`src/rtl/mac_sequencer.sv`:
```
// Demand-driven sequencer for the MAC datapath: clear, accumulate over a
// programmable number of taps, load the output register, then hold under valid/ready.
//
//   state | meaning
//   IDLE  | waiting for sampleStrobe; all strobes low
//   CLEAR | clear accumulator
//   ACCUM | accumulate tap 0..lastTap, one per cycle
//   LOAD  | load output register
//   HOLD  | result valid, waiting for outReady
module mac_sequencer #(
    parameter int NTAPS = 4,
    localparam int SELW = $clog2(NTAPS)
) (
    input  logic            clk1,
    input  logic            reset,
    input  logic            sampleStrobe,
    input  logic [SELW-1:0] tapCount,
    input  logic            outReady,
    input  logic            clrOverrun,
    output logic [SELW-1:0] muxControl,
    output logic            clearAccum,
    output logic            accumEn,
    output logic            loadOut,
    output logic            outValid,
    output logic            busy,
    output logic            overrun
);

    typedef enum logic [2:0] {
        IDLE  = 3'd0,
        CLEAR = 3'd1,
        ACCUM = 3'd2,
        LOAD  = 3'd3,
        HOLD  = 3'd4
    } state_t;

    state_t          state, state_next;
    logic [SELW-1:0] tap, tap_next;
    logic [SELW-1:0] last_tap, last_tap_next;
    logic            overrun_q;

    always_ff @(posedge clk1) begin
        if (reset) begin
            state     <= IDLE;
            tap       <= '0;
            last_tap  <= '0;
            overrun_q <= 1'b0;
        end else begin
            state    <= state_next;
            tap      <= tap_next;
            last_tap <= last_tap_next;
            // a strobe while busy takes priority over a simultaneous clear
            if (sampleStrobe && (state != IDLE))
                overrun_q <= 1'b1;
            else if (clrOverrun)
                overrun_q <= 1'b0;
        end
    end

    always_comb begin
        state_next    = state;
        tap_next      = tap;
        last_tap_next = last_tap;
        case (state)
            IDLE: begin
                if (sampleStrobe) begin
                    last_tap_next = tapCount;
                    tap_next      = '0;
                    state_next    = CLEAR;
                end
            end
            CLEAR: state_next = ACCUM;
            ACCUM: begin
                if (tap == last_tap)
                    state_next = LOAD;
                else
                    tap_next = tap + SELW'(1);
            end
            LOAD: state_next = HOLD;
            HOLD: begin
                if (outReady)
                    state_next = IDLE;
            end
            default: state_next = IDLE;
        endcase
    end

    always_comb begin
        muxControl = '0;
        clearAccum = 1'b0;
        accumEn    = 1'b0;
        loadOut    = 1'b0;
        outValid   = 1'b0;
        case (state)
            CLEAR: clearAccum = 1'b1;
            ACCUM: begin
                accumEn    = 1'b1;
                muxControl = tap;
            end
            LOAD: begin
                loadOut    = 1'b1;
                muxControl = last_tap;
            end
            HOLD: begin
                outValid   = 1'b1;
                muxControl = last_tap;
            end
            default: ;
        endcase
    end

    assign busy    = (state != IDLE);
    assign overrun = overrun_q;

endmodule

```
`config.mk`:
```
export PLATFORM = sky130hd
export DESIGN_NAME = mac_sequencer
export DESIGN_NICKNAME = d
export VERILOG_FILES = /design/src/rtl/mac_sequencer.sv
export SDC_FILE = /design/constraint.sdc
export NUM_CORES = 1
export LEC_CHECK = 0
export ABC_AREA = 1
export CAP_MARGIN = 20
export CORE_AREA = 4 4 41 43
export CTS_CLUSTER_DIAMETER = 30
export DETAILED_ROUTE_END_ITERATION = 6
export DIE_AREA = 0 0 45 47
export SLEW_MARGIN = 20
export SYNTH_ARGS = -nofsm -noshare
export SYNTH_HDL_FRONTEND = slang
export SYNTH_SLANG_ARGS = --single-unit
```
`constraint.sdc`:
```
create_clock -name clk1 -period 1.4 [get_ports clk1]
set_clock_uncertainty 0.05 [all_clocks]
set_input_delay 0.42 -clock clk1 [delete_from_list [all_inputs] [get_ports clk1]]
set_output_delay 0.42 -clock clk1 [all_outputs]
set_load 0.03 [all_outputs]
```
Word-level counts from Yosys, hierarchy flattened

Cells that the tools add are included.

Flip-flop bits (word level): 8
Input port bits: 7
Output and inout bits: 8
Word-level logic and storage cells: 37

Add/subtract/negate cells: 1
Equal/unequal tests: 9
Multiplexer cells: 14
Reductions and logical operators: 9

Operators with widths:

| kind                                                 | number |
|---|---|
| one-hot mux 3 bit (5 select lines)                   | 1 |
| 2-to-1 mux 3 bit                                     | 3 |
| inequality test 2 bit (second input constant)        | 4 |
| one-hot mux 2 bit (2 select lines)                   | 2 |
| equality test 3 x 2 -> 1 bit (second input constant) | 2 |
| 2-to-1 mux 1 bit                                     | 6 |
| AND reduction 3 bit                                  | 2 |
| 2-to-1 mux 2 bit                                     | 2 |
| nonzero test 2 bit                                   | 2 |
| equality test 3 x 1 -> 1 bit (second input constant) | 1 |
| equality test 3 bit (second input constant)          | 1 |
| logical NOT 3 bit                                    | 1 |
| nonzero test 3 bit                                   | 1 |
| adder 2 x 1 -> 2 bit (second input constant)         | 1 |
| equality test 2 bit                                  | 1 |
| AND reduction 2 bit                                  | 1 |
| OR reduction 2 bit                                   | 1 |
| logical AND 1 bit                                    | 1 |

Depth between registers and ports, before layout

Word-level depth: 3
Depth in mapped cells: 8

Worst setup path after synthesis

No wires, ideal clock.

Path kind: register -> output
Start point: register state[1]
End point: output port muxControl[0]
Data arrival time: 1594 ps
Data required time: 930 ps
Slack: -664 ps
Stages on the path, launching flop included: 5
Buffers on the path: 0
Cells stage by stage: dfxtp_1 inv_2 nor2_1 nor2_1 o22ai_1

Word-level cells in the longest chain between the ends: 3

Ends and longest elaborated chain:

| item                                                                | line | text |
|---|---|---|
| start: declaration                                                  | 37   | `state_t state, state_next;` |
| start signal: assignment                                            | 49   | `state <= state_next;` |
| equality test 3 bit or equality test 3 x 2 -> 1 bit (tied branches) | 94   | `case (state)` |
| OR reduction 2 bit (no source line)                                 | --   |  |
| one-hot mux 2 bit (2 select lines) *                                | 94   |  |
| end: declaration                                                    | 20   | `output logic [SELW-1:0] muxControl,` |

Every way passes the cells marked *; elsewhere a longest branch is shown, timed or not.

Worst setup path in the final report

Start point: register state[2]
End point: output port muxControl[0]

Same word-level chain as after synthesis.

==> run_results.csv <==
group,metric,value,unit
min_path,min_path_type,"register to register",
layout,multi_input_area,329,um2
sta,holdWs,429,ps
layout,nFillCells,105,
cts,cts_tree,"yes",
floorplanning,dieArea,2120,um2
critical_path,ff2ff_path_depth,10,
drt,antenna_left,0,
yosys,synth_seq_area_share,36.7,%
yosys,synth-compound-area-share,15.8,%
layout,n_antenna_cell,0,
drt,vias_per_cell,4.75,
floorplanning,die_y,47,um
yosys,synth_area,437,um2
drt,num_vias,542,
critical_path,path_class,"register to output port",
yosys,yosys-top-cells-area,"dfxtp_1 37%, nand2_1 15%, inv_1 8.6%",
critical_path,reg2reg_to,"tap[0]$_SDFFE_PP0P_",
sta,post-route-period-util,123,%
cts,numCtsBuffers,3,
cts,cts_root_buf,"clkbuf_4",
global_routing,antenna_found_initial,0,
yosys,synth_nets,74,
layout,drive_gt1_share,49.5,%
placed_design,portBuffers,14,
power,power_density,1070,nW/um2
floorplanning,rows,13,
floorplanning,die_w,45,um
yosys,synthFlopType,"dfxtp_1",
yosys,synthMostInstantiatedCell,"nand2_1",
floorplanning,core_area,1300,um2
sta,timing.final.ws_setup,-317,ps
layout,area_growth,97.4,%
run,drv_cap,0,
sta,slew_violations,0,
cts,path_clk_slew,50,ps
placed_design,dp_hpwl,981,um
global_routing,grt_util_all_layers,14.8,%
sta,fmaxAchievable,582,MHz
floorplanning,initial_utilization,33.6,%
critical_path,r2r_slack,-40,ps
cts,ctsHoldBuffers,0,
run_status,status,"complete, but fails checks",
yosys,synth_edf_count,0,
layout,final_nets,108,
min_path,hold_path_startpoint,"overrun$_SDFFE_PP0P_",
critical_path,required,930,ps
drt,drcViolationCount,0,
sta,setup_viol,8,
yosys,synthSimpleGateAreaFrac,37.2,%
yosys,synth_warnings,0,
yosys,synth_seq_cells,8,
sta,hold_violations,0,
yosys,synth_fa_ha_area_share,0,%
yosys,synth_xor_area_share,0,%
power,leakage,0.390,nW
yosys,avgSynthCellArea,6.52,um2
critical_path,arrival,1250,ps
global_routing,grt_pass1_vias,540,
cts,h-tree-depth,1,
floorplanning,ios,15,
drt,drt-initial-drc-count,6,
critical_path,r2r-start,"state[2]$_SDFFE_PP0P_",
power,vdd_drop_max,0.000500,V
yosys,synthMuxAreaShare,0,%
yosys,ys_types,17,
sta,worst_slew_pin_slew,218,ps
min_path,hold-path-cell-count,2,
sta,tns,-1660,ps
run_status,violations,"setup timing",
global_routing,grt_max_degree,7,
cts,clk_path_buf_depth,2,
sta,fin_crit,1720,ps
global_routing,grt_pass1_wl,2240,um
critical_path,critPathCaptureType,"output port",
drt,avgRoutedWirePerCell,12.6,um
cts,clock_sink_count,8,
drt,dr.pass1.iters,4,
min_path,min_to,"overrun$_SDFFE_PP0P_",
yosys,synthTopCellsByCount,"18 x nand2_1, 10 x inv_1, 8 x dfxtp_1",
yosys,yosysTopAreaCellShare,36.7,%
layout,regArea,166,um2
sta,grt_setup_unrepaired,"yes",
yosys,async_flop_share,0,%
placed_design,gp_congestion,0.709,
sta,relSlewSlack,85.4,%
global_routing,grt-ovfl-total,0,
yosys,synth_top_family_by_area,"simple AND/OR/NAND/NOR gates",
yosys,synth_cells,67,
drt,postRouteWirelength,1440,um
critical_path,crit_fanout,3,
critical_path,start_kind,"register",
cts,clock_latency,250,ps
yosys,yosysTopAreaCell,"dfxtp_1",
## how the worst max path moves through the flow
stage | start | endpoint | slack, ps | cells past startpoint
after global routing | state[2]$_SDFFE_PP0P_ | muxControl[0] | -390 | 6
after CTS | state[2]$_SDFFE_PP0P_ | muxControl[0] | -320 | 5
after floorplan | state[2]$_SDFFE_PP0P_ | muxControl[0] | -210 | 4
final | state[2]$_SDFFE_PP0P_ | muxControl[0] | -320 | 6
after global placement | sampleStrobe | last_tap[0]$_SDFFE_PP0P_ | -120 | 4
after detailed placement | sampleStrobe | last_tap[0]$_SDFFE_PP0P_ | -150 | 4
## what timing repair did
action                                  in CTS  in global routing
setup buffers                                3                  2
pin swaps                                    2                  4
resized for setup                           16                 11
endpoints found under the setup margin       7                 10
## metrics by stage
step	total power [mW]	cell area (um2)	std cells	utilization, %	setup slack, ps
floorplan	0.500	487	67	-	-205
global placement	0.637	708	107	54.4	-124
detailed placement	0.641	708	107	54.4	-154
CTS	0.874	811	113	62.3	-315
global route	0.973	862	114	66.3	-386
finish	0.924	862	114	66.3	-317
## layout make-up
| class | instances | share of cell area [%] |
|---|---|---|
| multi-input combinational | 47 | 38.2 |
| timing repair buffer | 29 | 32.2 |
| sequential | 8 | 19.3 |
| inverter | 12 | 5.52 |
| clock buffer | 3 | 2.61 |
| tap | 15 | 2.18 |
## sequential cells by signal, indices dropped and copies added (netlist names)
| register | flops |
|---|---|
| state | 3 |
| last_tap | 2 |
| tap | 2 |
| overrun | 1 |
## layer usage
metal	track usage, %	share of wire [%]	up-vias
li1	-	-	276
met1	16.8	38	249
met2	26.8	56	15
met3	3.45	4.7	2
met4	5.26	1.4	0
met5	0	0	-
## cells in the final DEF (no fill, tap or decap), types with 2 or more instances in the layout
master,n
nand3_2,4
nor2_2,2
buf_4,11
o22ai_4,2
clkbuf_4,3
nor2_4,3
a21oi_1,4
inv_1,10
a21oi_2,2
nor2_1,2
nand2_1,17
buf_6,12
dfxtp_2,2
nand2_4,3
dfxtp_1,5
o21ai_0,3
clkdlybuf4s50_1,6
## cell families (layout without fill, tap and decap cells)
logic type             count (synthesis)  in the layout
flip-flops                             8              8
AO/OA/AOI/OAI                         12             12
buffers and inverters                 12             44
AND/OR/NAND/NOR                       35             35
## power by group
part / switching [mW] / internal (mW) / leakage (nW)
registers: 0.0299 / 0.259 / 0.0670
logic: 0.254 / 0.207 / 0.310
clock network: 0.0760 / 0.0979 / 0.0138
## critical path: stages (launching register included)
cell	delay, ps
dfxtp_2	330
inv_2	90
nand2_1	120
nor2_4	140
nor2_4	60
o22ai_4	120
buf_6	150
No activity file was read; power rests on OpenSTA's default activity.
